`src/rtl/mips_pkg.sv`:
```
// Shared MIPS definitions: opcodes, instruction field slices,
// fetch FSM states and the default reset vector.
package mips_pkg;

   localparam logic [5:0] OP_RTYPE = 6'b000000;
   localparam logic [5:0] OP_LW    = 6'b100011;
   localparam logic [5:0] OP_SW    = 6'b101011;
   localparam logic [5:0] OP_ADDI  = 6'b001000;
   localparam logic [5:0] OP_ORI   = 6'b001101;
   localparam logic [5:0] OP_BEQ   = 6'b000100;
   localparam logic [5:0] OP_BNE   = 6'b000101;
   localparam logic [5:0] OP_J     = 6'b000010;

   localparam int OP_HI    = 31;
   localparam int OP_LO    = 26;
   localparam int RS_HI    = 25;
   localparam int RS_LO    = 21;
   localparam int RT_HI    = 20;
   localparam int RT_LO    = 16;
   localparam int IMM_HI   = 15;
   localparam int IMM_LO   = 0;
   localparam int TGT_HI   = 25;
   localparam int TGT_LO   = 0;
   localparam int FUNCT_HI = 5;
   localparam int FUNCT_LO = 0;

   typedef enum logic {
      FETCH = 1'b0,
      ISSUE = 1'b1
   } state_e;

   localparam logic [31:0] RESET_PC_DEF = 32'h0000_0000;

endpackage

```
`src/rtl/ifetch_nextpc.sv`:
```
// Next-PC calculation: sequential, PC-relative branch and
// region jump, with jump taking priority over a taken branch.
module ifetch_nextpc
   import mips_pkg::*;
(
   input  logic [31:0] pc_i,
   input  logic [25:0] tgt_i,
   input  logic        branch_i,
   input  logic        invertzero_i,
   input  logic        jump_i,
   input  logic        zero_i,
   output logic [31:0] pcplus4_o,
   output logic [31:0] next_pc_o
);

   logic [15:0] imm;
   logic [31:0] btarget;
   logic [31:0] jtarget;
   logic        taken;

   // Targets are word-aligned by construction; carries wrap mod 2^32.
   always_comb begin
      pcplus4_o = pc_i + 32'd4;
      imm       = tgt_i[IMM_HI:IMM_LO];
      btarget   = pcplus4_o + {{14{imm[15]}}, imm, 2'b00};
      jtarget   = {pcplus4_o[31:28], tgt_i, 2'b00};
      taken     = branch_i & (zero_i ^ invertzero_i);
      next_pc_o = pcplus4_o;
      if (jump_i)
         next_pc_o = jtarget;
      else if (taken)
         next_pc_o = btarget;
   end

endmodule

```
`src/rtl/ifetch_unit.sv`:
```
// Instruction fetch stage: one outstanding request, latches the
// word for the decoder and advances the PC on retire.
module ifetch_unit
   import mips_pkg::*;
#(
   parameter logic [31:0] RESET_PC = RESET_PC_DEF,
   parameter int          XLEN     = 32
) (
   input  logic            clk,
   input  logic            reset,
   output logic            imem_req,
   output logic [XLEN-1:0] imem_addr,
   input  logic [XLEN-1:0] imem_rdata,
   input  logic            imem_ready,
   output logic [XLEN-1:0] instr,
   output logic [5:0]      op,
   output logic [5:0]      funct,
   output logic            instr_valid,
   output logic [XLEN-1:0] pc,
   output logic [XLEN-1:0] pcplus4,
   input  logic            retire,
   input  logic            branch,
   input  logic            invertzero,
   input  logic            jump,
   input  logic            zero
);

   state_e            state_q, state_d;
   logic [XLEN-1:0]   pc_q, pc_d;
   logic [XLEN-1:0]   instr_q, instr_d;
   logic              valid_q, valid_d;
   logic              req_q, req_d;
   logic [XLEN-1:0]   next_pc;
   logic              hs;

   assign hs = req_q & imem_ready;

   ifetch_nextpc u_nextpc (
      .pc_i         (pc_q),
      .tgt_i        (instr_q[TGT_HI:TGT_LO]),
      .branch_i     (branch),
      .invertzero_i (invertzero),
      .jump_i       (jump),
      .zero_i       (zero),
      .pcplus4_o    (pcplus4),
      .next_pc_o    (next_pc)
   );

   // State and datapath registers; reset drops the request at once.
   always_ff @(posedge clk or negedge reset) begin
      if (!reset) begin
         state_q <= FETCH;
         pc_q    <= RESET_PC;
         instr_q <= '0;
         valid_q <= 1'b0;
         req_q   <= 1'b0;
      end else begin
         state_q <= state_d;
         pc_q    <= pc_d;
         instr_q <= instr_d;
         valid_q <= valid_d;
         req_q   <= req_d;
      end
   end

   // Next state: leave FETCH only on a real handshake.
   always_comb begin
      state_d = state_q;
      unique case (state_q)
         FETCH: if (hs) state_d = ISSUE;
         ISSUE: if (retire) state_d = FETCH;
         default: state_d = FETCH;
      endcase
   end

   // Register updates; request re-arms right after retire.
   always_comb begin
      req_d   = req_q;
      valid_d = valid_q;
      instr_d = instr_q;
      pc_d    = pc_q;
      unique case (state_q)
         FETCH: begin
            req_d = 1'b1;
            if (hs) begin
               req_d   = 1'b0;
               valid_d = 1'b1;
               instr_d = imem_rdata;
            end
         end
         ISSUE: begin
            req_d = 1'b0;
            if (retire) begin
               pc_d    = next_pc;
               valid_d = 1'b0;
               req_d   = 1'b1;
            end
         end
         default: begin
            req_d = 1'b0;
         end
      endcase
   end

   assign imem_req    = req_q;
   assign imem_addr   = pc_q;
   assign instr       = instr_q;
   assign op          = instr_q[OP_HI:OP_LO];
   assign funct       = instr_q[FUNCT_HI:FUNCT_LO];
   assign instr_valid = valid_q;
   assign pc          = pc_q;

endmodule
```
`config.mk`:
```
export PLATFORM = sky130hd
export DESIGN_NAME = ifetch_unit
export DESIGN_NICKNAME = d
export VERILOG_FILES = /design/src/rtl/mips_pkg.sv /design/src/rtl/ifetch_nextpc.sv /design/src/rtl/ifetch_unit.sv
export SDC_FILE = /design/constraint.sdc
export NUM_CORES = 1
export LEC_CHECK = 0
export ABC_AREA = 0
export BUFFER_PORTS_ARGS = -buffer_cell sky130_fd_sc_hd__buf_2
export CAP_MARGIN = 20
export CORE_MARGIN = 2
export CORE_UTILIZATION = 56
export DETAILED_ROUTE_END_ITERATION = 8
export PLACE_DENSITY_LB_ADDON = 0.05
export SYNTH_ARGS = -nofsm -noshare
export SYNTH_HDL_FRONTEND = slang
export SYNTH_SLANG_ARGS = --single-unit
export TNS_END_PERCENT = 50
```
`constraint.sdc`:
```
create_clock -name clk -period 9.3 [get_ports clk]
set_input_delay 0.465 -clock clk [delete_from_list [all_inputs] [get_ports clk]]
set_output_delay 0.465 -clock clk [all_outputs]
set_load 0.005 [all_outputs]
```
==> run summary <==
status = finished clean
Clock Skew = 0.00771 ns
Unique masters post-synth = 63
Lkg Pwr = 3.14 nW
Tot Pwr = 0.00283 W
Die Ht = 104 um
GRT overflow = 0
Hold WS = 0.291 ns
Seq/Total Area, Yosys = 29.3%
P per Cell Area = 440 nW/um2
final setup vio count = 0
hold_buf cts = 0
Synth async-reset ratio = 100%
Synth area leader = dfrtp_1
worst skew pair latency = 0.35 ns
DP HPWL = 12100 um
Worst VDD drop = 219 uV
area of the multi-input gates = 3380 um2
drt drc = 0
top cell type's share of synthesized area = 29.3%
layout cell share with drive strength beyond 1 = 31.3%
worst-margin pin slew = 0.860 ns
Synth Cell Area = 5550 um2
count leader, synth = dfrtp_1
max_slew headroom = 42.6%
Period Utilization, post-route = 44.6%
clock buffer count from CTS = 9
first-pass GRT wire length = 26100 um
cell depth of the worst setup path = 14
Post-synth EDFFs = 0
CP Max Fanout = 8
largest net degree at the start of global routing = 66
R2R setup slack = 5.15 ns
hold crit path type = input port to asynchronous set/reset pin
Critical path buffers and inverters = 0
vias per cell = 5.89
DR iter-0 viols = 348
ranking of synthesized cells by area = dfrtp_1, ha_1, buf_4, mux2_2, a21oi_1
Final #Nets = 836
clock buffer depth = 2
Most used DFF post-synth = dfrtp_1
post-layout util = 66.4%
Mapped Avg Cell Area = 8.76 um2
crit path capture = imem_addr[31]$_DFFE_PN0P_
H-tree levels = 3
Max Cap Viol = 0
Starting Density = 57.3%
Setup TNS = 0 ns
via count = 5282
Crit path max-delay family = simple AND/OR/NAND/NOR gates
CP Capture Type = flop
worst reg2reg startpoint = imem_addr[2]$_DFFE_PN0P_
number of fill cells = 839
RSZ-0062 raised after global routing = false
critical path class = flop to flop
Post-CTS Setup Bufs = 0
1st-pass router iterations = 5
Synth Warn # = 0
worst r2r path cells = 14
# IOs = 182
Crit-path slowest cell = or4_1
worst flop-to-flop path endpoint = imem_addr[31]$_DFFE_PN0P_
FP Rows = 36
arrival time worst endpoint = 4.39 ns
fin. max-slew vios = 0
Period minus WS final = 4.15 ns
Clock Sink Count = 65
wire per inst = 17.8 um
Routed WL = 16000 um
final hold violations = 0
Post-CTS Resized = 0
root buf cell = clkbuf_8
chip width = 104 um
ANT cells = 0
Tot GR Track Use = 29.8%
top cells by count, synth = dfrtp_1, a21oi_1, nand2_1, buf_4, nor2_1
gpl congestion = 0.952
area growth from synthesis to layout = 15.8%
Std-Cell Core Area = 9680 um2
DIE AREA = 10700 um2
worst endpoint required time = 9.54 ns
Synth Register Bits = 65
crit-path cells = ha_1, nand2_1, nor2_1, and4_1, nand2_1, xnor2_1, ha_1, nand4_1, or4_1, a21oi_1, nor3_2, o31a_1, o31a_1, o31a_1
Largest stage delay, worst path = 0.53 ns
Antenna Nets Post-Route = 0
startpoint types = flop
Syn Inst Count = 633
initial antenna violation count = 0
PortBufs = 175
TritonCTS clock tree = built
max frequency = 0.241 GHz
CTS clk-pin slew, worst paths = 0.07 ns
Worst Setup SP = imem_addr[2]$_DFFE_PN0P_
most used cell along the critical path = o31a_1
vias in the first global route = 5138
Reg area = 1630 um2
worst reg2reg max path: stages (launching register included):
cell	delay [ns]
dfrtp_1	0.47
ha_1	0.24
nand2_1	0.14
nor2_1	0.27
and4_1	0.36
nand2_1	0.10
xnor2_1	0.18
ha_1	0.46
nand4_1	0.20
or4_1	0.53
a21oi_1	0.17
nor3_2	0.09
o31a_1	0.26
o31a_1	0.29
o31a_1	0.27
registers in the layout (all words and copies together) (netlist names):
name,flops
state_q,1
imem_req,1
instr_valid,1
imem_addr,30
instr,32
power by group:
part           switching [W]  internal, W  leakage [nW]
Clock               0.000116     0.000214         0.137
Sequential          0.000203     0.000419         0.775
Combinational        0.00104     0.000842          2.23
Total                0.00135      0.00148          3.14
worst min path at each step:
stage               depth (start not counted)                     from                   endpoint  slack [ns]
floorplan                                   0                    reset  imem_addr[10]$_DFFE_PN0P_        0.17
global placement                            1        state_q$_DFF_PN0_         imem_req$_DFF_PN0_        0.50
detailed placement                          2  instr_valid$_DFFE_PN0P_    instr_valid$_DFFE_PN0P_        0.51
CTS                                         2                    reset   imem_addr[6]$_DFFE_PN0P_        0.32
global route                                2           imem_rdata[28]      instr[28]$_DFFE_PN0P_        0.32
finish                                      2                    reset   imem_addr[9]$_DFFE_PN0P_        0.29
cells by family after synthesis:
logic type      share of synthesized area, %
compound gates                          20.7
xor+xnor                                8.21
fa+ha+maj                               8.48
buf+inv                                 10.2
flops                                   29.3
mux                                     7.22
other cells                           0.0676
simple gates                            15.8
area by class of cell:
type	instances	share of cell area, %
Multi-Input combinational cell	485	52.6
Tap cell	133	2.59
Sequential cell	65	25.3
Inverter	18	1.05
Timing Repair Buffer	180	14.2
Clock buffer	10	2.14
Clock inverter	6	2.14
layer usage:
| metal | up-vias | global-route usage (%) | part of all wire [%] |
|---|---|---|---|
| met3 | 24 | 6.23 | 8.0 |
| met1 | 2505 | 40.1 | 45 |
| met2 | 255 | 49.1 | 46 |
| li1 | 2498 | - | - |
| met5 | - | 0 | 0 |
| met4 | 0 | 7.72 | 1.7 |
cells in the final DEF (no fill, tap or decap), drive strengths merged, types with 17 or more instances in the layout:
cell / netlist / final
inv: 18 / 19
xnor2: 31 / 31
nand3: 17 / 17
o21ai: 39 / 39
xor2: 21 / 21
mux2: 32 / 32
nor2: 42 / 42
nand2: 53 / 53
a21oi: 57 / 57
dfrtp: 65 / 65
ha: 36 / 36
buf: 50 / 180
per-stage QoR:
step | std cells | cell area, um2 | worst slack, ns
floorplan | 638 | 5570 | 5.61
global placement | 881 | 6150 | 5.41
detailed placement | 881 | 6150 | 5.22
CTS | 897 | 6430 | 5.19
global route | 897 | 6430 | 4.85
finish | 897 | 6430 | 5.15
Power figures use the tool's default switching activity.
